`src/rtl/bid_req_arbiter.sv`:
```
// Bid request arbiter: one pending slot per bidder (X/Y/Z), round-robin grant toward the core, ack/err back.
// Define BID_ARB_RETRACT_PRIO_EN to grant pending retracts ahead of pending bids.
module bid_req_arbiter #(
  parameter int AMT_W  = 16,
  parameter int DROP_W = 8
) (
  input  logic              clk,
  input  logic              reset_n,
  input  logic              round_active,
  input  logic              X_bid,
  input  logic              Y_bid,
  input  logic              Z_bid,
  input  logic              X_retract,
  input  logic              Y_retract,
  input  logic              Z_retract,
  input  logic [AMT_W-1:0]  X_bidAmt,
  input  logic [AMT_W-1:0]  Y_bidAmt,
  input  logic [AMT_W-1:0]  Z_bidAmt,
  output logic              X_ack,
  output logic              Y_ack,
  output logic              Z_ack,
  output logic [1:0]        X_err,
  output logic [1:0]        Y_err,
  output logic [1:0]        Z_err,
  output logic              g_valid,
  input  logic              g_ready,
  output logic [1:0]        g_id,
  output logic [AMT_W-1:0]  g_amt,
  output logic              g_retract,
  output logic [DROP_W-1:0] drop_cnt
);

  typedef enum logic [1:0] {IDLE, OFFER, FLUSH} state_t;
  typedef enum logic [1:0] {
    ERR_OK       = 2'b00,
    ERR_INACTIVE = 2'b01,
    ERR_FLUSH    = 2'b10,
    ERR_CONFLICT = 2'b11
  } err_t;

  state_t            state, state_nxt;
  logic [2:0]        bid, retract;
  logic [AMT_W-1:0]  amt_in   [3];
  logic [AMT_W-1:0]  slot_amt [3];
  logic [2:0]        occ, kind;
  logic [1:0]        rr_ptr;
  logic [2:0]        pick;
  logic              g_hs, load_offer;
  logic [2:0]        grant_clr, flush_clr, capture, drop, ack_nxt, ack_q;
  err_t              err_nxt [3];
  err_t              err_q   [3];
  logic [DROP_W:0]   drop_inc, drop_sum;

  assign bid       = {Z_bid, Y_bid, X_bid};
  assign retract   = {Z_retract, Y_retract, X_retract};
  assign amt_in[0] = X_bidAmt;
  assign amt_in[1] = Y_bidAmt;
  assign amt_in[2] = Z_bidAmt;

  // Returns {found, id}: first requester at or after ptr, wrapping X->Y->Z->X.
  function automatic logic [2:0] rr_pick(input logic [2:0] req, input logic [1:0] ptr);
    logic [2:0] res;
    logic [1:0] idx;
    res = 3'b000;
    idx = ptr;
    for (int k = 0; k < 3; k++) begin
      if (!res[2] && req[idx]) res = {1'b1, idx};
      idx = (idx == 2'd2) ? 2'd0 : idx + 2'd1;
    end
    return res;
  endfunction

`ifdef BID_ARB_RETRACT_PRIO_EN
  logic [2:0] pick_r, pick_b;
  assign pick_r = rr_pick(occ & kind, rr_ptr);
  assign pick_b = rr_pick(occ & ~kind, rr_ptr);
  assign pick   = pick_r[2] ? pick_r : pick_b;
`else
  assign pick = rr_pick(occ, rr_ptr);
`endif

  // State register.
  always_ff @(posedge clk) begin
    // NOTE: sequential state uses non-blocking assignment so every register samples pre-edge values.
    if (!reset_n) state <= IDLE;
    else          state <= state_nxt;
  end

  // Next-state logic; a falling round pre-empts any pending offer.
  always_comb begin
    // NOTE: default assignment first so no path leaves state_nxt unassigned (no latch).
    state_nxt = state;
    unique case (state)
      IDLE:    if (!round_active) state_nxt = FLUSH;
               else if (pick[2])  state_nxt = OFFER;
      OFFER:   if (!round_active) state_nxt = FLUSH;
               else if (g_ready)  state_nxt = IDLE;
      FLUSH:   state_nxt = IDLE;
      default: state_nxt = IDLE;
    endcase
  end

  // Output logic.
  always_comb begin
    g_valid = (state == OFFER);
  end

  assign g_hs       = g_valid && g_ready;
  assign load_offer = (state == IDLE) && (state_nxt == OFFER);
  assign grant_clr  = g_hs ? (3'b001 << g_id) : 3'b000;
  assign flush_clr  = (state == FLUSH) ? occ : 3'b000;

  // Per-bidder events. An occupied slot (through its handshake cycle) swallows strobes,
  // so a bidder can never see two acks in one cycle.
  always_comb begin
    for (int i = 0; i < 3; i++) begin
      capture[i] = 1'b0;
      drop[i]    = 1'b0;
      ack_nxt[i] = 1'b0;
      err_nxt[i] = ERR_OK;
      if (occ[i]) begin
        drop[i] = bid[i] | retract[i];
        if (grant_clr[i]) begin
          ack_nxt[i] = 1'b1;
        end else if (flush_clr[i]) begin
          ack_nxt[i] = 1'b1;
          err_nxt[i] = ERR_FLUSH;
        end
      end else if (bid[i] || retract[i]) begin
        if (!round_active) begin
          ack_nxt[i] = 1'b1;
          err_nxt[i] = ERR_INACTIVE;
        end else if (bid[i] && retract[i]) begin
          ack_nxt[i] = 1'b1;
          err_nxt[i] = ERR_CONFLICT;
        end else begin
          capture[i] = 1'b1;
        end
      end
    end
  end

  always_comb begin
    drop_inc      = '0;
    drop_inc[1:0] = {1'b0, drop[0]} + {1'b0, drop[1]} + {1'b0, drop[2]};
    drop_sum      = {1'b0, drop_cnt} + drop_inc;
  end

  always_ff @(posedge clk) begin
    if (!reset_n) begin
      occ       <= 3'b000;
      ack_q     <= 3'b000;
      rr_ptr    <= 2'd0;
      drop_cnt  <= '0;
      g_id      <= 2'd0;
      g_amt     <= '0;
      g_retract <= 1'b0;
      for (int i = 0; i < 3; i++) err_q[i] <= ERR_OK;
    end else begin
      occ   <= (occ & ~grant_clr & ~flush_clr) | capture;
      ack_q <= ack_nxt;
      for (int i = 0; i < 3; i++) err_q[i] <= err_nxt[i];
      drop_cnt <= drop_sum[DROP_W] ? '1 : drop_sum[DROP_W-1:0];
      if (g_hs) rr_ptr <= (g_id == 2'd2) ? 2'd0 : g_id + 2'd1;
      if (load_offer) begin
        g_id      <= pick[1:0];
        g_amt     <= slot_amt[pick[1:0]];
        g_retract <= kind[pick[1:0]];
      end
    end
  end

  // Slot payload is only read while occ marks it valid.
  always_ff @(posedge clk) begin
    // NOTE: payload registers carry no reset; occupancy alone defines slot validity.
    for (int i = 0; i < 3; i++) begin
      if (capture[i]) begin
        kind[i]     <= retract[i];
        slot_amt[i] <= retract[i] ? '0 : amt_in[i];
      end
    end
  end

  assign X_ack = ack_q[0];
  assign Y_ack = ack_q[1];
  assign Z_ack = ack_q[2];
  assign X_err = err_q[0];
  assign Y_err = err_q[1];
  assign Z_err = err_q[2];

endmodule

```
`config.mk`:
```
export PLATFORM = sky130hd
export DESIGN_NAME = bid_req_arbiter
export DESIGN_NICKNAME = d
export VERILOG_FILES = /design/src/rtl/bid_req_arbiter.sv
export SDC_FILE = /design/constraint.sdc
export NUM_CORES = 1
export LEC_CHECK = 0
export CAP_MARGIN = 40
export CORE_MARGIN = 2
export CORE_UTILIZATION = 35
export CTS_CLUSTER_DIAMETER = 30
export DETAILED_ROUTE_END_ITERATION = 8
export GPL_ROUTABILITY_DRIVEN = 0
export RECOVER_POWER = 100
export SETUP_SLACK_MARGIN = 0.3
export SLEW_MARGIN = 20
export SYNTH_ARGS = -nofsm -noshare
export SYNTH_HDL_FRONTEND = slang
export SYNTH_SLANG_ARGS = --single-unit
```
`constraint.sdc`:
```
create_clock -name clk -period 3.5 [get_ports clk]
set_clock_uncertainty 0.1 [all_clocks]
set_input_delay 0.875 -clock clk [delete_from_list [all_inputs] [get_ports clk]]
set_output_delay 0.875 -clock clk [all_outputs]
set_load 0.01 [all_outputs]
```
==> impl_results.md <==
- Worst Max-Slew Pin Slew: 1.31 ns
- Clock Tree Root: clkbuf_16
- Slew Viols, Final: 0
- CTS tree: done
- Worst Hold Class: flip-flop to flip-flop
- Core area: 0.0126 mm²
- Final period utilization: 90.9%
- Distinct cells, synth: 51
- CP Capture Type: flip-flop
- Final net count: 571
- Pwr dens: 454 mW/mm²
- FF+latch count, synth: 94
- Worst VDD drop: 0.254 mV
- Filler cell count: 1187
- First-pass GRT wire length: 18100 µm
- Multi-input logic area: 0.00190 mm²
- Port bufs: 94
- WP data required: 3.64 ns
- Final setup violation count: 0
- Final Hold Violating Endpoints: 0
- Worst-skew pair later-pin latency: 0.35 ns
- Most frequent cells after synthesis: nor2b_1, edfxtp_1, dfxtp_1, nand2_1
- Antenna-violating nets left: 0
- TritonCTS Buffers: 9
- Detailed Place HPWL: 8020 µm
- First drt pass iteration count: 5
- Max-cap violations: 0
- Category of the critical setup timing path: primary input to flip-flop
- Largest net degree at the start of global routing: 38
- Max Clk Rate: 314 MHz
- Via count: 3552
- Initial Utilization: 35.7%
- Yosys warns: 0
- Top Family by Delay on Critical Path: adder cells
- IO Count: 95
- # rows: 41
- Cells after Synth: 421
- Drt wl/cell: 16.8 µm
- Gr usage total: 17.5%
- Post-synthesis async set-or-reset flop share: 0%
- Count leader, synth: nor2b_1
- WP buf/inv: 2
- Pre-CTS setup slack: -0.0222 ns
- Most used cell, CP: fa_1
- # diodes: 0
- Max-slew headroom: 12.9%
- Mapped Nets: 483
- Register area share after synthesis: 53.4%
- Die width: 117 µm
- Post-synth top area share: 34.2%
- Register area: 0.00239 mm²
- Status: finished clean
- Residual DRC count: 0
- Initial DRC Count: 254
- Crit path largest cell delay: 0.62 ns
- Remaining Overflow, GRT: 0
- Top_reg_cell synth: edfxtp_1
- Hold_ws: 0.381 ns
- Setup bufs post-CTS: 0
- Initial antenna violation count: 0
- Final min period: 3.18 ns
- Synth area leader: edfxtp_1
- Clock tree sinks: 94
- Number of global-route vias before repair: 3537
- Die area: 0.0137 mm²
- Crit-path cells: dlygate4sd3_1 > o21ai_1 > fa_1 > inv_1 > ha_1 > fa_1 > nand2_1 > nor2_2 > and4_1 > o21a_1
- Post-synth EDFFs: 51
- Leak: 2.07 nW
- Avg Inst Size Synth: 10.6 µm²
- CP startpoint kind: primary input
- Crit-path max FO: 4
- Worst-case clock buffer depth: 2
- Clk pin slew, worst setup/hold paths: 0.06 ns
- DIE HEIGHT: 117 µm
- Layout cell share with drive strength beyond 1: 6.42%
- Setup ws final: 0.320 ns
- Area growth syn-to-layout: 30.9%
- Total wire length: 11600 µm
- Worst path slowest cell: dlygate4sd3_1
- Mapped cell area: 0.00448 mm²
- Top post-synthesis cells by area: edfxtp_1, dfxtp_1, nor2b_1
- Unrepaired setup endpoints after global routing: false
- Vias per inst: 5.18
- Worst EP arrival: 3.32 ns
- Htree depth: 3
[area by class of cell]
cell class,instances,area share (%)
inverters,9,0.576
clock buffers,11,3.97
repair buffers,111,17.8
clock inverters,5,0.853
flip-flops and latches,94,40.8
multi-input cells,284,32.3
well taps,172,3.67
[worst min-delay path, cell delays in order, from the launching register on]
cell and delay (ns):
dfxtp_1 0.31, nand2_1 0.05, a31oi_1 0.07
[stage by stage]
step / total power [mW] / std cells / TNS, ns / utilization, % / cell area, µm²
3_3_place_gp: 1.74 / 670 / 0 / 44.6 / 5610
2_1_floorplan: 1.55 / 421 / 0 / - / 4510
6_report: 2.66 / 686 / 0 / 46.7 / 5870
5_1_grt: 2.78 / 686 / 0 / 46.7 / 5870
4_1_cts: 2.70 / 686 / 0 / 46.9 / 5890
3_5_place_dp: 1.75 / 670 / -0.0712 / 44.6 / 5610
[repair_timing]
item	CTS	global route
endpoints found under the setup margin	0	5
gates resized for setup	0	3
hold buffers	0	0
endpoints found under the hold margin	0	0
[metal layers]
layer | global-route usage, % | part of all wire (%) | vias to the layer above
met5 | 0 | 0 | -
met4 | 6.82 | 2.0 | 0
met3 | 3.45 | 6.0 | 13
met2 | 27.0 | 46 | 118
met1 | 24.4 | 45 | 1707
li1 | - | - | 1714
[power breakdown]
group	total (mW)	internal, mW	switching (mW)
clock network	0.948	0.548	0.400
logic	0.427	0.197	0.230
registers	1.29	1.24	0.0446
total	2.66	1.99	0.674
[cell families after synthesis]
group / synth area share, %
fa+ha+maj: 2.12
compound gates: 18.4
mux: 0.223
simple gates: 20.2
xor+xnor: 1.17
flops: 53.4
buf+inv: 4.61
[worst paths after layout]
| path | cells past startpoint | slack (ns) | endpoint | from |
|---|---|---|---|---|
| max | 10 | 0.32 | drop_cnt[4] | Z_retract |
| min | 2 | 0.38 | g_amt[7] | g_amt[7] |
| max reg2reg | 9 | 0.89 | drop_cnt[4] | occ[2] |
| min reg2reg | 2 | 0.38 | g_amt[7] | g_amt[7] |
[sequential cells by signal, summed over array words and instances, names as in the netlist]
register,count
ack_q,3
drop_cnt,8
err_q,6
g_amt,16
g_id,2
g_retract,1
kind,3
occ,3
rr_ptr,2
slot_amt,48
state,2
[layout by cell type, fill, tap and decap left out, types with 18 or more instances in the layout]
master and instances:
nor2b_1 71, clkdlybuf4s50_1 53, edfxtp_1 51, nand2_1 43, dfxtp_1 43, dlygate4sd3_1 41
or3_1 18, a31oi_1 18
(Power assumes the default switching activity.)
==> RTL change 1 (config.mk and constraints unchanged) <==
Make the reset (`reset_n`) asynchronous in 2 clocked blocks.
--- a/src/rtl/bid_req_arbiter.sv
+++ b/src/rtl/bid_req_arbiter.sv
@@ -82,3 +82,3 @@
   // State register.
-  always_ff @(posedge clk) begin
+  always_ff @(posedge clk or negedge reset_n) begin
     // NOTE: sequential state uses non-blocking assignment so every register samples pre-edge values.
@@ -148,3 +148,3 @@
 
-  always_ff @(posedge clk) begin
+  always_ff @(posedge clk or negedge reset_n) begin
     if (!reset_n) begin
Function: differs if reset_n is asserted again (counterexample within 4 cycles, from zero or initial values and one cycle with reset_n low); with reset_n held inactive, the same outputs for 4 cycles.
==> RTL change 1 against the unedited design <==
Sequential cell count is the same. Setup slack lost 0.029 ns. Final area shrank 6.3%. First-iteration DRC count shrank 57%. Register-to-register slack lost 0.18 ns. Global-route usage shrank 1.7 points. Sequential share of layout area grew 6.7 points. Area after synthesis shrank 7.3%. The flow now finishes with violations (DRC). Critical endpoint is now drop_cnt[1]. Die area shrank 7.1%. Via count shrank 22%. Wire length shrank 16%.
Power is not compared: it rests on default switching activity, and its combinational part moved more than twofold at a synthesized area within 25%.
==> RTL change 1: results (changes against the unedited design) <==
Run status
  • Outcome: finished with violations
  • Failing checks: DRC

Pwr
  • Peak supply drop: around 0.27 mV

Global route
  • Met3 usage: 4.07% (+0.62 points)
  • Gr usage total: 15.9% (-1.7 points)
  • Largest net degree at the start of global routing: 27 (-29%)
  • Met1 Track Usage GR: 21.3% (-3.1 points)
  • First-pass GRT wire length: 15000 microns (-17%)
  • Met2 GRT Util: 25.1% (-2.0 points)

Drt
  • 1st-iter DRT viols: 108 (-57%)
  • Routed met3 length: 527 microns (-24%)
  • Routed WL: 9750 microns (-16%)
  • Vias/cell: 4.83 (-6.6%)
  • Detailed-routed wire length on met2: 4560 microns (-15%)
  • DRC Markers: 6 (+6)
  • Vias: 2760 (-22%)
  • First-pass DRT Iterations: 6 (+1)
  • Metal-1 WL: 4480 microns (-15%)
  • Top sig layer: met4

Hold path
  • Hold EP: state[1]
  • Hold wc startpoint: state[1]
  • Min-Delay Path Depth: 1 (-1)
  • Type of the worst min-delay path: flop to flop

Cells and area
  • Fill cell count: 1057 (-11%)
  • Share of cells above drive strength 1: 9.11% (+2.7 points)
  • Largest registers: slot_amt: 48 flops, g_amt: 16 flops, drop_cnt: 8 flops
  • Nets: 485 (-15%)

Synthesis
  • Post-synth EDFFs: 51 (unchanged)
  • Synth top area cells: edfxtp_1, dfrtp_1, nor2b_1
  • Gate Count Post-Synth: 321 (-24%)
  • Post-synthesis async set-or-reset flop share: 45.7% (+46 points)
  • Syn Nets: 383 (-21%)
  • Sequential area share after synthesis: 62.8% (+9.4 points)
  • Post-synth top cells: nor2b_1, edfxtp_1, dfrtp_1
  • Yosys cell types: 39 (-24%)

Worst setup path
  • Worst path slowest cell: dlygate4sd3_1
  • Reg-to-reg slack, setup: 0.71 ns (-0.18 ns)
  • Critical path data arrival time: 3.33 ns (about the same)
  • Reg-to-reg endpoint: drop_cnt[1]
  • Crit-path leading delay family: adder cells
  • Worst R2R Path Depth: 8 (-1)
  • Worst flop-to-flop path startpoint: occ[0]
  • Worst path max stage delay: 0.54 ns (-0.08 ns)
  • Crit Path Max Fanout: 6 (+2)

STA
  • Max Transition Viols Final: 0 (unchanged)
  • Worst hold margin: 0.396 ns (+0.0147 ns)
  • Worst-Margin Slew: 1.46 ns (+0.157 ns)

Clock tree
  • Clock root cell: clkbuf_16
  • H-tree levels: 3 (unchanged)
  • Hold-fix buffers, CTS: 0 (unchanged)
  • Clock buffer depth: 2 (unchanged)
  • Post-CTS sizing: 0 (unchanged)
  • Clock insertion delay at the later pin of the skew report: 0.34 ns

Place
  • DP Cell Count: 555 (-17%)
  • HPWL after DPL: 6640 microns (-17%)
  • Dpl cell area: 5280 sq um (-5.9%)
  • DP Worst Slack: 0.0264 ns (+0.0485 ns)
  • IO buf count: 94 (unchanged)
[RTL change 1: changes by cell type in the layout (fill, tap and decap cells not counted), moves of 14 or more]
cell / change
a211oi_1: +14
a221o_1: -17
a22oi_1: -17
a31oi_1: -18
dfrtp_1: +43
dfxtp_1: -43
mux2i_1: +16
nand2_1: -31
nor2b_1: -17
o211ai_1: -17
or3_1: -17
[RTL change 1: power groups by stage]
| stage | clock, mW | sequential (mW) | combinational, mW |
|---|---|---|---|
| 3_5_place_dp | 0 | 1.69 | 1.38 |
| 3_3_place_gp | 0 | 1.69 | 1.36 |
| 4_1_cts | 0.891 | 1.67 | 1.38 |
| 2_1_floorplan | 0 | 1.71 | 0.730 |
| 6_report | 0.868 | 1.66 | 1.29 |
| 5_1_grt | 0.935 | 1.70 | 1.42 |
[RTL change 1: worst max path at each step]
stage,start,end,slack (ns),cells past startpoint
final,X_retract,drop_cnt[1],0.29,9
after global routing,X_retract,drop_cnt[1],0.18,9
after CTS,X_retract,drop_cnt[5],0.39,9
after detailed placement,X_retract,drop_cnt[1],0.03,9
after global placement,X_retract,drop_cnt[1],0.09,9
after floorplan,X_retract,drop_cnt[7],0.31,10
[RTL change 1: kinds of logic after synthesis]
family | share of synthesized area (%)
compound gates | 6.78
xor+xnor | 1.48
fa+ha+maj | 2.29
buf+inv | 3.67
flops | 62.8
mux | 4.10
simple gates | 18.9
[RTL change 1: area by class of cell]
type / instances / area, sq um / share of cell area (%)
clock buffer: 11 / 233 / 4.23
multi-input combinational: 203 / 1410 / 25.6
timing repair buffer: 108 / 1020 / 18.5
tap: 143 / 179 / 3.26
clock inverter: 5 / 27.5 / 0.501
sequential: 94 / 2610 / 47.4
inverter: 7 / 26.3 / 0.478
==> RTL change 2 (same flow settings) <==
Without the edit above. Build with the macro `BID_ARB_RETRACT_PRIO_EN` defined.
--- a/src/rtl/bid_req_arbiter.sv
+++ b/src/rtl/bid_req_arbiter.sv
@@ -2,2 +2,4 @@
 // Define BID_ARB_RETRACT_PRIO_EN to grant pending retracts ahead of pending bids.
+`define BID_ARB_RETRACT_PRIO_EN
+
 module bid_req_arbiter #(
Check against the original RTL: not equivalent (a bounded check fails within 4 cycles, from zero or initial values and one cycle with reset_n low).
==> RTL change 2 against the unedited design <==
Wire length fell by 13%. Total power up 4.2%. Setup slack gained 0.0092 ns. Sequential cell count stayed put. Via count decreased by 16%. Final area down 5.5%. Area after synthesis fell by 7.5%. Highest routed layer unchanged.
==> RTL change 2: results (changes against the unedited design) <==
Global route
  • Initial antenna violation count: 0 (unchanged)
  • Met1 Track Usage GR: 21.4% (-3.0 points)
  • Gr usage total: 16.3% (-1.2 points)
  • Met2 GRT Util: 26.8% (-0.22 points)
  • Largest net degree at the start of global routing: 21 (-45%)
  • Met3 usage: 2.89% (-0.56 points)
  • First-pass GRT wire length: 16000 microns (-12%)

Cells and area
  • # diodes: 0 (unchanged)
  • Non-Filler Instances: 617 (-10%)
  • Largest registers: slot_amt: 48 flops, g_amt: 16 flops, drop_cnt: 8 flops
  • Share of cells above drive strength 1: 6.75% (+0.33 points)
  • Nets: 531 (-7.0%)

Pwr
  • Lkg Pwr: 2.21 nW (+6.7%)
  • Clock power frac: 39.5% (+3.9 points)
  • Sw frac: 22.8% (-2.5 points)
  • Switching pwr: 632 uW (-6.2%)
  • Peak supply drop: 0.197 mV (-23%)

STA
  • Worst-Margin Slew: 1.21 ns (-0.0916 ns)

Drt
  • 1st-iter DRT viols: 150 (-41%)
  • First-pass DRT Iterations: 4 (-1)
  • Vias: 3000 (-16%)
  • Routed met3 length: 455 microns (-35%)
  • Metal-1 WL: 4590 microns (-13%)
  • WL per Instance: 16.3 microns (-3.5%)
  • Detailed-routed wire length on met2: 4820 microns (-10%)

Place
  • IO buf count: 94 (unchanged)
  • Dpl cell area: 5310 sq um (-5.4%)
  • DP Worst Slack: 0.0751 ns (+0.0973 ns)
  • DP Cell Count: 601 (-10%)
  • HPWL after DPL: 6940 microns (-13%)

Worst setup path
  • Crit-path leading delay family: buffers and inverters
  • Worst path slowest cell: clkbuf_1
  • Crit Path Max Fanout: 20 (+16)
  • Worst path max stage delay: 0.90 ns (+0.28 ns)
  • Critical path data arrival time: 3.10 ns (-0.22 ns)

Clock tree
  • Clock root cell: clkbuf_16
  • TritonCTS Buffers: 9 (unchanged)
  • Post-CTS sizing: 0 (unchanged)

Synthesis
  • Synth top area cells: edfxtp_1, dfxtp_1, nor2b_1
  • Syn Nets: 427 (-12%)
  • Post-synth EDFFs: 51 (unchanged)
  • Post-synth top cells: edfxtp_1, nor2b_1, dfxtp_1
  • Sequential area share after synthesis: 57.7% (+4.3 points)
  • Yosys cell types: 45 (-12%)
  • Gate Count Post-Synth: 365 (-13%)

Run status
  • Outcome: finished clean

Floorplan
  • DIE AREA: 12700 sq um (-7.3%)

Flow run
  • Max-Cap Viols: 0 (unchanged)
## RTL change 2: final timing paths
kind	from	to	slack (ns)	cells after the start
setup / recovery	Z_retract	slot_amt[2][10]	0.33	5
setup reg to reg	occ[2]	g_amt[12]	0.83	7
hold / removal	g_amt[8]	g_amt[8]	0.36	2
hold reg to reg	g_amt[8]	g_amt[8]	0.36	2
## RTL change 2: cell families (layout without fill, tap and decap cells)
group                      count (synthesis)  in the layout  share of synthesized area (%)
and+or+nand+nor                          138            138                           17.8
xor gates and xnor gates                   7              7                           1.48
DFF                                       94             94                           57.7
muxes                                     19             19                           4.59
buffers and inverters                     42            151                           4.95
adders and majority gates                  7              7                           2.29
AOI/OAI and AO/OA                         58             58                           11.1
## RTL change 2: layout make-up
class                      count  area, sq um
clock inverter                 5          100
inverter                      25         93.8
multi-input combinational    229         1500
sequential                    94         2390
tap                          143          179
clock buffer                  11          233
fill                        1076         5920
timing repair buffer         110         1050
